===== config.mk =====
export PLATFORM = sky130hd
export DESIGN_NAME = decoder_rr_arbiter
export DESIGN_NICKNAME = d
export VERILOG_FILES = /design/src/rtl/decoder_rr_arbiter.sv
export SDC_FILE = /design/constraint.sdc
export NUM_CORES = 1
export LEC_CHECK = 0
export CORE_UTILIZATION = 57
export CTS_CLUSTER_SIZE = 20
export DETAILED_ROUTE_END_ITERATION = 16
export DONT_BUFFER_PORTS = 1
export PLACE_DENSITY = 0.73
export SLEW_MARGIN = 15
export SYNTH_ARGS = -nofsm -noshare
export SYNTH_HDL_FRONTEND = slang
export SYNTH_SLANG_ARGS = --single-unit

===== constraint.sdc =====
create_clock -name iClk -period 3.5 [get_ports iClk]
set_input_delay 0.7 -clock iClk [delete_from_list [all_inputs] [get_ports iClk]]
set_output_delay 0.7 -clock iClk [all_outputs]
set_load 0.01 [all_outputs]

===== src/rtl/decoder_rr_arbiter.sv =====
// Round-robin arbiter/sequencer for a shared 74138-style 3-to-8 decoder.
// Optional hold timeout is compiled in with `define DECODER_ARB_TIMEOUT_EN.
module decoder_rr_arbiter #(
  parameter int MAX_HOLD = 15
) (
  input  logic       iClk,
  input  logic       iRst,
  input  logic [7:0] iReq,
  output logic [2:0] oSel,
  output logic [1:0] oEna,
  output logic [7:0] oGnt,
  output logic       oValid,
  output logic       oTimeout
);

  localparam logic [1:0] S_IDLE  = 2'd0;
  localparam logic [1:0] S_GRANT = 2'd1;
  localparam logic [1:0] S_GAP   = 2'd2;

  localparam logic [1:0] EN_ON  = 2'b10;
  localparam logic [1:0] EN_OFF = 2'b01;

  localparam logic [7:0] LP_MAX = 8'(MAX_HOLD);

  logic [1:0] r_state;
  logic [2:0] r_last;
  logic [7:0] r_cnt;
  logic [2:0] r_sel;
  logic [1:0] r_ena;
  logic [7:0] r_gnt;
  logic       r_valid;
  logic       r_to;

  logic       w_any;
  logic [2:0] w_win;
  logic [2:0] w_idx;
  logic       w_rel;
  logic       w_hold_max;
  logic       w_to;

  // Rotating priority search: scan from last+1 upward, the
  // previous winner (offset 8 == offset 0) has lowest priority.
  always_comb begin
    w_any = |iReq;
    w_win = r_last;
    w_idx = '0;
    for (int k = 8; k >= 1; k--) begin
      w_idx = r_last + 3'(k);
      if (iReq[w_idx]) w_win = w_idx;
    end
  end

  assign w_rel      = ~iReq[r_sel];
  assign w_hold_max = (r_cnt == LP_MAX);

`ifdef DECODER_ARB_TIMEOUT_EN
  assign w_to = w_hold_max;
`else
  assign w_to = 1'b0;
`endif

  // Grant sequencer: IDLE -> GRANT -> GAP -> (GRANT | IDLE).
  // The counter saturates so it stays bounded without the timeout.
  always_ff @(posedge iClk) begin
    if (iRst) begin
      r_state <= S_IDLE;
      r_last  <= 3'd7;
      r_cnt   <= 8'd0;
      r_sel   <= 3'd0;
      r_ena   <= EN_OFF;
      r_gnt   <= 8'h00;
      r_valid <= 1'b0;
      r_to    <= 1'b0;
    end else begin
      r_to <= 1'b0;
      case (r_state)
        S_IDLE, S_GAP: begin
          if (w_any) begin
            r_state <= S_GRANT;
            r_last  <= w_win;
            r_sel   <= w_win;
            r_ena   <= EN_ON;
            r_gnt   <= 8'h01 << w_win;
            r_valid <= 1'b1;
            r_cnt   <= 8'd1;
          end else begin
            r_state <= S_IDLE;
          end
        end
        S_GRANT: begin
          if (w_rel || w_to) begin
            r_state <= S_GAP;
            r_ena   <= EN_OFF;
            r_gnt   <= 8'h00;
            r_valid <= 1'b0;
            r_cnt   <= 8'd0;
            r_to    <= ~w_rel;
          end else if (!w_hold_max) begin
            r_cnt <= r_cnt + 8'd1;
          end
        end
        default: begin
          r_state <= S_IDLE;
          r_ena   <= EN_OFF;
          r_gnt   <= 8'h00;
          r_valid <= 1'b0;
          r_cnt   <= 8'd0;
        end
      endcase
    end
  end

  assign oSel     = r_sel;
  assign oEna     = r_ena;
  assign oGnt     = r_gnt;
  assign oValid   = r_valid;
  assign oTimeout = r_to;

endmodule


==> results of run 1 <==
[how the worst max path moves through the flow]
stage	end	from	cells after the start
detailed placement	oGnt[6]	r_last[1]	8
finish	oGnt[6]	r_last[1]	8
CTS	oGnt[6]	r_last[1]	8
global route	oGnt[0]	r_last[1]	8
global placement	oGnt[0]	r_last[1]	8
floorplan	oGnt[0]	r_last[1]	9
[final cells by class]
| cell class | instances | area, µm² | area share |
|---|---|---|---|
| Tap cell | 31 | 38.79 | 0.02303 |
| Multi-Input combinational cell | 122 | 1189 | 0.7058 |
| Clock buffer | 4 | 36.28 | 0.02155 |
| Timing Repair Buffer | 4 | 30.03 | 0.01783 |
| Inverter | 8 | 30.03 | 0.01783 |
| Sequential cell | 18 | 360.3 | 0.2140 |
[per-layer routing]
| layer | global-route usage | vias up |
|---|---|---|
| li1 | - | 641 |
| met1 | 0.3293 | 682 |
| met2 | 0.4269 | 71 |
| met3 | 0.05814 | 10 |
| met4 | 0.07666 | 0 |
| met5 | 0 | - |
[power by group through the flow]
| stage | Sequential (W) | Combinational, W | Clock [W] |
|---|---|---|---|
| after floorplan | 0.000343 | 0.00113 | 0 |
| after global placement | 0.000363 | 0.00130 | 0 |
| after detailed placement | 0.000367 | 0.00134 | 0 |
| after CTS | 0.000362 | 0.00135 | 0.000128 |
| after global routing | 0.000367 | 0.00146 | 0.000138 |
| final | 0.000360 | 0.00137 | 0.000125 |
[logic make-up after synthesis]
kind of cell / Yosys count
compound gates: 40
xor+xnor: 4
simple gates: 40
buf+inv: 23
other cells: 1
flops: 18
fa+ha+maj: 2
mux: 35
[sequential cells by signal (all words and copies together) (netlist names)]
register / cells
oGnt: 8
oSel: 3
r_last: 3
oEna: 2
r_state: 2
[stage by stage]
| stage | instance area [µm²] | hold WS [ns] | utilization |
|---|---|---|---|
| after CTS | 1684 | 0.4230 | 0.6107 |
| after floorplan | 1654 | 0.3883 | - |
| after global routing | 1684 | 0.4384 | 0.6107 |
| after detailed placement | 1648 | 0.4089 | 0.5976 |
| final | 1684 | 0.4191 | 0.6107 |
| after global placement | 1648 | 0.3973 | 0.5976 |
[cells in the final DEF (no fill, tap or decap), types with 2 or more instances in the layout]
master	n
sky130_fd_sc_hd__dfxtp_1	18
sky130_fd_sc_hd__mux4_2	12
sky130_fd_sc_hd__nand2_1	11
sky130_fd_sc_hd__mux2i_1	10
sky130_fd_sc_hd__mux2_2	9
sky130_fd_sc_hd__nor2_1	9
sky130_fd_sc_hd__a32o_1	8
sky130_fd_sc_hd__inv_1	7
sky130_fd_sc_hd__a21oi_1	7
sky130_fd_sc_hd__o211ai_1	6
sky130_fd_sc_hd__a221oi_1	4
sky130_fd_sc_hd__a211oi_1	4
sky130_fd_sc_hd__nor4_1	4
sky130_fd_sc_hd__buf_4	4
sky130_fd_sc_hd__mux4_1	3
sky130_fd_sc_hd__nand2b_1	3
sky130_fd_sc_hd__clkbuf_4	3
sky130_fd_sc_hd__xnor2_1	2
sky130_fd_sc_hd__nor3_1	2
sky130_fd_sc_hd__o21a_1	2
sky130_fd_sc_hd__ha_1	2
[cells in the mapped netlist (2+ instances only)]
| library cell | instances |
|---|---|
| sky130_fd_sc_hd__a211oi_1 | 4 |
| sky130_fd_sc_hd__a21oi_1 | 7 |
| sky130_fd_sc_hd__a221oi_1 | 4 |
| sky130_fd_sc_hd__a32o_1 | 8 |
| sky130_fd_sc_hd__buf_1 | 2 |
| sky130_fd_sc_hd__buf_2 | 3 |
| sky130_fd_sc_hd__buf_4 | 2 |
| sky130_fd_sc_hd__clkbuf_1 | 7 |
| sky130_fd_sc_hd__dfxtp_1 | 18 |
| sky130_fd_sc_hd__ha_1 | 2 |
| sky130_fd_sc_hd__inv_1 | 7 |
| sky130_fd_sc_hd__mux2_2 | 9 |
| sky130_fd_sc_hd__mux2i_1 | 10 |
| sky130_fd_sc_hd__mux4_1 | 3 |
| sky130_fd_sc_hd__mux4_2 | 12 |
| sky130_fd_sc_hd__nand2_1 | 11 |
| sky130_fd_sc_hd__nand2b_1 | 3 |
| sky130_fd_sc_hd__nor2_1 | 9 |
| sky130_fd_sc_hd__nor3_1 | 2 |
| sky130_fd_sc_hd__nor4_1 | 4 |
| sky130_fd_sc_hd__o211ai_1 | 6 |
| sky130_fd_sc_hd__o21a_1 | 2 |
| sky130_fd_sc_hd__xnor2_1 | 2 |
==> insert_results.sql, run 1 <==
INSERT INTO impl_metrics (metric_group, metric, value, unit) VALUES
('critical_path', 'cpPeakStageDelay', '0.81', 'ns'),
('global_route', 'grt-ovfl-total', '0', ''),
('power', 'power.switching', '0.0008861', 'W'),
('power', 'power_frac_seq', '0.194', ''),
('yosys', 'syn_area', '1654', 'µm²'),
('drt', 'detailroute.wirelength.met2', '1903', 'µm'),
('yosys', 'synth.net_count', '175', ''),
('floorplanning', 'rows', '19', ''),
('critical_path', 'kind_of_end_point_of_the_critical_path', 'flop', ''),
('timing', 'finalClockSkew', '0.004267', 'ns'),
('yosys', 'ys_types', '49', ''),
('power', 'power_frac_clock', '0.067', ''),
('timing', 'max-slew-margin-rel', '0.3902', ''),
('power', 'p_sw_frac', '0.4789', ''),
('drt', 'drt.antenna.violating_nets', '0', ''),
('drt', 'drt_first_iter_violations', '56', ''),
('placement', 'detailed_place_hpwl', '2890', 'µm'),
('yosys', 'fraction_of_the_mapped_netlist_area_in_adder_cells', '0.01513', ''),
('yosys', 'yosysTopAreaCell', 'sky130_fd_sc_hd__dfxtp_1', ''),
('critical_path', 'cp_bufs_invs', '1', ''),
('drt', 'routed_wirelength', '3840', 'µm'),
('floorplanning', 'floorplan.die_area', '3121', 'µm²'),
('yosys', 'synth-async-reset-ratio', '0', ''),
('yosys', 'synthFlopType', 'sky130_fd_sc_hd__dfxtp_1', ''),
('yosys', 'synth_simple_gate_area_frac', '0.1354', ''),
('cts', 'postCtsResizedCells', '0', ''),
('hold_path', 'min-delay-start', 'r_state[1]', ''),
('cts', 'cts_hold_buf', '0', ''),
('cts', 'cts_tree', 'done', ''),
('critical_path', 'reg2reg_to', 'oGnt[6]', ''),
('finish', 'post_layout_nonfiller_instances', '187', ''),
('power', 'comb_power_share', '0.738', ''),
('drt', 'wl_met3', '268', 'µm'),
('global_route', 'antenna_found_initial', '0', ''),
('power', 'internal_power', '0.0009643', 'W'),
('critical_path', 'critical_path.max_fanout', '14', ''),
('critical_path', 'critPathRequiredTime', '3.69', 'ns'),
('global_route', 'grt_util_all_layers', '0.2545', ''),
('finish', 'filler_cell_count', '229', ''),
('timing', 'report.final.slew_viol_count', '0', ''),
('hold_path', 'worst_hold_path_class', 'flop to flop', ''),
('placement', 'io_buffers', '0', ''),
('timing', 'fin_crit_sh', '0.9587', ''),
('status', 'outcome', 'complete, no violations', ''),
('yosys', 'share_of_cell_area_taken_by_muxes_after_synthesis', '0.3419', ''),
('finish', 'layout.nets', '169', ''),
('yosys', 'average_cell_area_after_synthesis', '10.15', 'µm²'),
('drt', 'drt_pass1_iterations', '5', ''),
('drt', 'detail_route.wirelength.met1', '1581', 'µm'),
('cts', 'ctsLongestPathBuffers', '2', ''),
('power', 'ir_worst_vdd', '0.0007577', 'V'),
('cts', 'cts_post_setup_buffers_inserted', '0', ''),
('power', 'power_density', '1099', 'nW/µm²'),
('drt', 'wl_per_cell', '20.53', 'µm'),
('timing', 'grt_setup_unrepaired', 'no', ''),
('timing', 'timing_worst_slew_pin_value', '0.9147', 'ns'),
('yosys', 'synth_xor_xnor_area_share', '0.03253', ''),
('cts', 'clkTransAtPathRegs', '0.10', 'ns'),
('finish', 'n_antenna_cell', '0', ''),
('hold_path', 'whs_endpoint', 'r_state[1]', ''),
('critical_path', 'worstPathArrival', '3.55', 'ns'),
('critical_path', 'path_class', 'flop to flop', ''),
('timing', 'totalNegativeSetupSlack', '0', 'ns'),
('yosys', 'synth_largest_type_area_fraction', '0.2179', ''),
('placement', 'minimum_setup_slack_after_placement', '0.2402', 'ns'),
('critical_path', 'cell_family_with_most_cp_delay', 'compound AO/OA/AOI/OAI gates', ''),
('power', 'total_leakage_power', '0.6251', 'nW'),
('critical_path', 'r2r_start', 'r_last[1]', ''),
('critical_path', 'r2r.worst_path.cells', '8', ''),
('global_route', 'first_global_vias', '1369', ''),
('timing', 'finalWorstSetupSlack', '0.1447', 'ns');
No activity file was read; power rests on OpenSTA's default activity.
==> inputs of run 2 (changes only) <==
==> constraint.sdc (replaced) <==
create_clock -name iClk -period 3.5 [get_ports iClk]
set_input_delay 0 -clock iClk [delete_from_list [all_inputs] [get_ports iClk]]
set_output_delay 0 -clock iClk [all_outputs]
set_load 0.01 [all_outputs]
==> run 2 against run 1 <==
- worst hold slack worse by 0.38 ns
- final area up 0.59%
- sequential cell count unchanged
- routed wire length is 1.3% lower
- clock skew rose by 0.0012 ns
- die area stayed put
- setup slack gained 0.083 ns
==> insert_results.sql, run 2 (synthesized netlist as in run 1, its figures left out) <==
INSERT INTO impl_metrics (metric_group, metric, value, unit) VALUES
('finish', 'layout.nets', '170', ''),
('status', 'outcome', 'complete, no violations', ''),
('cts', 'cts.sink_count', '18', ''),
('finish', 'final_area', '1694', 'µm²'),
('finish', 'n_antenna_cell', '0', ''),
('global_route', 'first_pass_grt_wire_length', '6251', 'µm'),
('placement', 'io_buffers', '0', ''),
('drt', 'drt_first_iter_violations', '72', ''),
('drt', 'vias', '1406', ''),
('floorplanning', 'floorplan.die_area', '3121', 'µm²'),
('drt', 'detailroute.wirelength.met2', '1868', 'µm'),
('placement', 'instance_area_after_placement', '1648', 'µm²'),
('cts', 'cts-root-buf', 'sky130_fd_sc_hd__clkbuf_4', ''),
('floorplanning', 'coreArea', '2758', 'µm²'),
('timing', 'totalNegativeSetupSlack', '0', 'ns'),
('power', 'ir_worst_vdd', '0.0007932', 'V'),
('timing', 'report.final.slew_viol_count', '0', ''),
('hold_path', 'worst_hold_path_class', 'input port to flop', ''),
('finish', 'final_cell_mix', 'sky130_fd_sc_hd__dfxtp_1 (18), sky130_fd_sc_hd__mux4_2 (12), sky130_fd_sc_hd__nand2_1 (11), sky130_fd_sc_hd__mux2i_1 (10)', ''),
('cts', 'cts_tree', 'done', ''),
('drt', 'wl_met3', '308', 'µm'),
('timing', 'final_count_of_negative_setup_slack_endpoints', '0', ''),
('timing', 'crit_path_time_final', '3.272', 'ns'),
('critical_path', 'r2r.worst_path.cells', '9', ''),
('timing', 'timing_worst_slew_pin_value', '0.8597', 'ns'),
('power', 'total_leakage_power', '0.6293', 'nW'),
('finish', 'final_core_util', '0.6143', ''),
('drt', 'maxUsedRoutingLayer', 'met4', ''),
('cts', 'numCtsBuffers', '3', ''),
('drt', 'detail_route.vias_per_cell', '7.479', ''),
('critical_path', 'critPathRequiredTime', '3.70', 'ns'),
('cts', 'htree_levels', '1', ''),
('drt', 'routed_wirelength', '3789', 'µm'),
('cts', 'insertion_delay', '0.29', 'ns'),
('critical_path', 'start_kind', 'flop', ''),
('global_route', 'grt_max_degree', '26', ''),
('drt', 'drt.antenna.violating_nets', '0', ''),
('finish', 'leading_cell_type_in_the_layout_fill_and_taps_excluded', 'sky130_fd_sc_hd__dfxtp_1', ''),
('global_route', 'grt-ovfl-total', '0', ''),
('global_route', 'grt_util_all_layers', '0.2524', ''),
('job', 'maxCapViolations', '0', ''),
('cts', 'ctsLongestPathBuffers', '2', ''),
('critical_path', 'worstPathArrival', '3.47', 'ns'),
('power', 'power_density', '1087', 'nW/µm²'),
('floorplanning', 'start_util', '0.5998', ''),
('finish', 'drive_above_1_share', '0.2166', ''),
('critical_path', 'path_class', 'flop to flop', ''),
('critical_path', 'critical_path.max_fanout', '14', ''),
('drt', 'detail_route.wirelength.met1', '1583', 'µm'),
('critical_path', 'worst-r2r-setup-slack', '0.23', 'ns'),
('hold_path', 'worstHoldPathCells', '2', ''),
('timing', 'max_freq', '0.3056', 'GHz'),
('finish', 'area_delta_synth_final', '2.420', '%'),
('finish', 'largest_register_ffs', '8', ''),
('global_route', 'first_global_vias', '1343', ''),
('floorplanning', 'rows', '19', ''),
('placement', 'detailed_place_hpwl', '2773', 'µm'),
('floorplanning', 'fp.dieH', '55.87', 'µm'),
('drt', 'wl_per_cell', '20.15', 'µm'),
('timing', 'fin_crit_sh', '0.9349', ''),
('drt', 'drt_pass1_iterations', '4', ''),
('timing', 'max-slew-margin-rel', '0.4268', ''),
('placement', 'routabilityCongestion', '0.8651', ''),
('global_route', 'antenna_found_initial', '0', ''),
('timing', 'finalHoldViolCount', '0', ''),
('floorplanning', 'io-pin-count', '25', ''),
('critical_path', 'kind_of_end_point_of_the_critical_path', 'flop', ''),
('timing', 'grt_setup_unrepaired', 'no', ''),
('drt', 'drc', '0', ''),
('cts', 'clkTransAtPathRegs', '0.10', 'ns'),
('floorplanning', 'die_w', '55.87', 'µm'),
('timing', 'finalClockSkew', '0.005459', 'ns');
run 2: critical path, cell delays in order (launching register included):
cell	delay [ns]
sky130_fd_sc_hd__dfxtp_1	0.35
sky130_fd_sc_hd__inv_1	0.09
sky130_fd_sc_hd__ha_1	0.57
sky130_fd_sc_hd__mux2_2	0.28
sky130_fd_sc_hd__mux2i_1	0.07
sky130_fd_sc_hd__a221oi_1	0.77
sky130_fd_sc_hd__o32ai_1	0.19
sky130_fd_sc_hd__o22ai_1	0.38
sky130_fd_sc_hd__a211oi_1	0.23
sky130_fd_sc_hd__a32o_1	0.26
run 2: worst paths after layout:
path	to	start
setup / recovery	oGnt[1]	r_last[0]
hold / removal	oGnt[3]	iRst
setup reg to reg	oGnt[1]	r_last[0]
hold reg to reg	r_state[1]	r_state[1]
run 2: report_power, final:
| part | internal, W | total, W | switching [W] |
|---|---|---|---|
| registers | 0.000275 | 0.000364 | 0.0000891 |
| clock network | 0.0000634 | 0.000127 | 0.0000635 |
| logic | 0.000626 | 0.00135 | 0.000724 |
| total | 0.000964 | 0.00184 | 0.000877 |
run 2: final cells by class:
| class | count | area [µm²] |
|---|---|---|
| Fill cell | 218 | 1064 |
| Sequential cell | 18 | 360.3 |
| Tap cell | 31 | 38.79 |
| Clock buffer | 4 | 36.28 |
| Inverter | 8 | 30.03 |
| Multi-Input combinational cell | 122 | 1189 |
| Timing Repair Buffer | 5 | 40.04 |
run 2: per-stage QoR:
stage                     worst slack, ns  power [W]  hold slack (ns)  std cells
after global routing              0.08273   0.001977          0.02823        188
after floorplan                   0.03624   0.001473           0.2937        163
after global placement             0.3512   0.001682          0.07093        183
final                              0.2278   0.001841          0.03665        188
after CTS                          0.2620   0.001834          0.03555        188
after detailed placement           0.2822   0.001702          0.07278        183
run 2: per-layer routing:
metal  up-vias  GRT usage
met5         -          0
met4         0    0.04878
met3         6    0.07442
met2        70     0.4200
met1       693     0.3313
li1        637          -
run 2: what timing repair did:
action,CTS,global route
setup endpoints to repair,0,0
hold endpoints to repair,10,0
resized for setup,0,0
hold buffers,1,0
setup buffers,0,0
==> inputs of run 3 (changes only) <==
--- a/config.mk
+++ b/config.mk
@@ -5,11 +5,12 @@
 export SDC_FILE = /design/constraint.sdc
 export NUM_CORES = 1
 export LEC_CHECK = 0
-export CORE_UTILIZATION = 57
+export ABC_AREA = 1
+export CORE_UTILIZATION = 56
 export CTS_CLUSTER_SIZE = 20
 export DETAILED_ROUTE_END_ITERATION = 16
 export DONT_BUFFER_PORTS = 1
-export PLACE_DENSITY = 0.73
+export PLACE_DENSITY = 0.72
 export SLEW_MARGIN = 15
 export SYNTH_ARGS = -nofsm -noshare
 export SYNTH_HDL_FRONTEND = slang
==> run 3 against run 2 <==
- clock skew is essentially flat
- final area shrank 19%
- setup slack gained 0.62 ns
- via count shrank 1.8%
- cell count grew 30%
- utilization shrank 0.72 points
- critical path depth grew 8
- routed wire length shrank 20%
- maximum frequency grew 23%
- register-to-register slack gained 0.62 ns
- critical path type unchanged
- critical endpoint is now oGnt[5]
==> insert_results.sql, run 3 <==
INSERT INTO impl_metrics (metric_group, metric, value, unit) VALUES
('status', 'outcome', 'complete, no violations', ''),
('timing', 'max-slew-margin-rel', '0.6181', ''),
('critical_path', 'cell_family_with_most_cp_delay', 'simple AND/OR/NAND/NOR gates', ''),
('critical_path', 'worst-r2r-setup-slack', '0.84', 'ns'),
('cts', 'insertion_delay', '0.29', 'ns'),
('placement', 'io_buffers', '0', ''),
('critical_path', 'critPathCapture', 'oGnt[5]', ''),
('cts', 'ctsLongestPathBuffers', '2', ''),
('critical_path', 'worstPathArrival', '2.88', 'ns'),
('drt', 'drt_pass1_iterations', '5', ''),
('drt', 'detail_route.vias_per_cell', '5.633', ''),
('placement', 'minimum_setup_slack_after_placement', '0.9165', 'ns'),
('critical_path', 'cp_bufs_invs', '3', ''),
('finish', 'layout.nets', '231', ''),
('floorplanning', 'start_util', '0.6038', ''),
('critical_path', 'cpPeakStageDelay', '0.58', 'ns'),
('yosys', 'area_fraction_in_compound_gates_after_synthesis', '0.1517', ''),
('yosys', 'ys_top_cells_by_count', 'sky130_fd_sc_hd__nand2_1 (74), sky130_fd_sc_hd__nand3_1 (30), sky130_fd_sc_hd__inv_1 (21)', ''),
('critical_path', 'r2r.worst_path.cells', '17', ''),
('yosys', 'synth_xor_xnor_area_share', '0.006434', ''),
('cts', 'cts_tree', 'done', ''),
('floorplanning', 'die_w', '51.31', 'µm'),
('yosys', 'fraction_of_the_mapped_netlist_area_in_adder_cells', '0.01838', ''),
('floorplanning', 'floorplan.die_area', '2632', 'µm²'),
('critical_path', 'crit_chain', 'inv_4 > ha_1 > inv_1 > nand3_1 > nand3_1 > nand2_1 > nand3_1 > nand2_1 > nand2_1 > nand2_1 > nand2_1 > nand2_1 > nand2_1 > nand3_1 > inv_2 > nand2_1 > a21oi_1', ''),
('finish', 'largest_register_ffs', '8', ''),
('cts', 'numCtsBuffers', '3', ''),
('timing', 'fin_crit_sh', '0.7588', ''),
('timing', 'totalNegativeSetupSlack', '0', 'ns'),
('yosys', 'ys_ff_latch', '18', ''),
('yosys', 'synth_enable_flop_cells', '0', ''),
('yosys', 'syn_area', '1361', 'µm²'),
('yosys', 'synth.yosys.seq_area_share', '0.2647', ''),
('drt', 'drt_first_iter_violations', '38', ''),
('finish', 'drive_above_1_share', '0.1429', ''),
('floorplanning', 'fp.dieH', '51.31', 'µm'),
('global_route', 'grt_util_all_layers', '0.2590', ''),
('cts', 'htree_levels', '1', ''),
('floorplanning', 'rows', '17', ''),
('yosys', 'yosys.cell_count.top_type', 'sky130_fd_sc_hd__nand2_1', ''),
('yosys', 'synth.net_count', '232', ''),
('timing', 'crit_path_time_final', '2.656', 'ns'),
('yosys', 'synth-async-reset-ratio', '0', ''),
('finish', 'leading_cell_type_in_the_layout_fill_and_taps_excluded', 'sky130_fd_sc_hd__nand2_1', ''),
('global_route', 'antenna_found_initial', '0', ''),
('critical_path', 'start_kind', 'flop', ''),
('cts', 'cts-root-buf', 'sky130_fd_sc_hd__clkbuf_4', ''),
('drt', 'drc', '0', ''),
('floorplanning', 'coreArea', '2255', 'µm²'),
('global_route', 'first_pass_grt_wire_length', '5202', 'µm'),
('timing', 'max_freq', '0.3765', 'GHz'),
('global_route', 'first_global_vias', '1225', ''),
('cts', 'cts.sink_count', '18', ''),
('finish', 'n_antenna_cell', '0', ''),
('critical_path', 'worst_setup_path_startpoint', 'r_last[0]', ''),
('job', 'maxCapViolations', '0', ''),
('finish', 'final_cell_mix', 'sky130_fd_sc_hd__nand2_1 (74), sky130_fd_sc_hd__nand3_1 (30), sky130_fd_sc_hd__inv_1 (21), sky130_fd_sc_hd__dfxtp_1 (18), sky130_fd_sc_hd__a21oi_1 (16)', ''),
('yosys', 'average_cell_area_after_synthesis', '6.188', 'µm²'),
('critical_path', 'critPathRequiredTime', '3.72', 'ns'),
('finish', 'filler_cell_count', '223', ''),
('yosys', 'synth_simple_gate_area_frac', '0.4357', ''),
('global_route', 'grt-ovfl-total', '0', ''),
('yosys', 'synthFlopType', 'sky130_fd_sc_hd__dfxtp_1', ''),
('timing', 'finalClockSkew', '0.005194', 'ns'),
('timing', 'final_count_of_negative_setup_slack_endpoints', '0', ''),
('cts', 'clkTransAtPathRegs', '0.10', 'ns'),
('placement', 'routabilityCongestion', '0.9297', ''),
('timing', 'grt_setup_unrepaired', 'no', ''),
('drt', 'drt.antenna.violating_nets', '0', ''),
('timing', 'report.final.slew_viol_count', '0', ''),
('timing', 'finalHoldViolCount', '0', ''),
('critical_path', 'kind_of_end_point_of_the_critical_path', 'flop', ''),
('critical_path', 'critical_path_cell_count', '17', ''),
('drt', 'routed_wirelength', '3034', 'µm'),
('yosys', 'share_of_cell_area_taken_by_muxes_after_synthesis', '0', ''),
('drt', 'wl_per_cell', '12.38', 'µm'),
('critical_path', 'crit_top_cell', 'sky130_fd_sc_hd__nand2_1', ''),
('floorplanning', 'io-pin-count', '25', ''),
('finish', 'area_delta_synth_final', '0.5512', '%'),
('yosys', 'yosysWarnings', '0', ''),
('hold_path', 'worst_hold_path_class', 'input port to flop', ''),
('timing', 'timing_worst_slew_pin_value', '0.5710', 'ns'),
('finish', 'final_core_util', '0.6071', ''),
('placement', 'detailed_place_hpwl', '2461', 'µm'),
('yosys', 'synth.top_cells.by_area', 'sky130_fd_sc_hd__dfxtp_1 (26%), sky130_fd_sc_hd__nand2_1 (20%), sky130_fd_sc_hd__nand3_1 (11%), sky130_fd_sc_hd__a21oi_1 (5.9%), sky130_fd_sc_hd__inv_1 (5.8%)', ''),
('cts', 'cts_hold_buf', '1', ''),
('critical_path', 'path_class', 'flop to flop', ''),
('yosys', 'yosysTopAreaCell', 'sky130_fd_sc_hd__dfxtp_1', ''),
('yosys', 'ys_types', '28', ''),
('yosys', 'synth_largest_type_area_fraction', '0.2647', ''),
('cts', 'cts_post_setup_buffers_inserted', '0', ''),
('global_route', 'grt_max_degree', '16', ''),
('critical_path', 'cp_slowest_cell', 'sky130_fd_sc_hd__dfxtp_1', ''),
('critical_path', 'critical_path.max_fanout', '11', ''),
('timing', 'finalWorstSetupSlack', '0.8442', 'ns'),
('yosys', 'synthesis.instances', '220', ''),
('critical_path', 'r2r_start', 'r_last[0]', ''),
('cts', 'postCtsResizedCells', '0', ''),
('drt', 'vias', '1380', ''),
('hold_path', 'worstHoldPathCells', '5', ''),
('yosys', 'synth_top_family_by_area', 'simple AND/OR/NAND/NOR gates', ''),
('critical_path', 'reg2reg_to', 'oGnt[5]', '');
-- run 3: cell types whose count changed after synthesis, sizes merged, moves of 10 or more --
cell | before | now
a21oi | 7 | 20
inv | 7 | 27
mux2 | 10 | 0
mux2i | 10 | 0
mux4 | 15 | 0
nand2 | 11 | 83
nand3 | 1 | 33
-- run 3: cell families after synthesis --
group / after synthesis
fa+ha+maj: 2
simple gates: 131
xor+xnor: 1
buf+inv: 34
other cells: 1
compound gates: 33
flops: 18
-- run 3: through the flow --
stage                     hold slack (ns)  cell area, µm²  std cells
final                              0.1401            1369        245
after global routing               0.1423            1369        245
after CTS                          0.1308            1369        245
after detailed placement          0.06440            1336        241
after global placement            0.06564            1336        241
after floorplan                   0.06907            1361        220
-- run 3: worst min-delay path: stages --
cell and delay, ns:
sky130_fd_sc_hd__nor2_1 0.02, sky130_fd_sc_hd__o22ai_1 0.15, sky130_fd_sc_hd__o211ai_2 0.12, sky130_fd_sc_hd__nand2_1 0.07, sky130_fd_sc_hd__nor2_1 0.04
-- run 3: area by class of cell --
class | instances | area (µm²) | share of cell area
Clock buffer | 3 | 22.52 | 0.01645
Inverter | 27 | 103.9 | 0.07587
Multi-Input combinational cell | 168 | 837.1 | 0.6115
Sequential cell | 18 | 360.3 | 0.2633
Tap cell | 28 | 35.03 | 0.02559
Timing Repair Buffer | 1 | 10.01 | 0.007313
-- run 3: routing by layer --
layer  share of wire  GRT usage  up-vias
met5               0          0        -
met4           0.010    0.05405        0
met3           0.053    0.06845        6
met2            0.45     0.4123       55
met1            0.49     0.3495      616
li1                -          -      703
-- run 3: worst min path at each step --
stage | from | endpoint | slack (ns)
final | iReq[0] | r_state[1] | 0.14
after CTS | iReq[4] | r_state[0] | 0.13
after detailed placement | iRst | oGnt[2] | 0.06
after floorplan | iRst | oGnt[3] | 0.07
after global placement | iRst | oGnt[0] | 0.07
after global routing | iReq[4] | r_state[0] | 0.14
Power of run 3 is left out: the tool's default activity adds up to more than one toggle a clock period on the data nets, which glitch-free logic cannot reach.
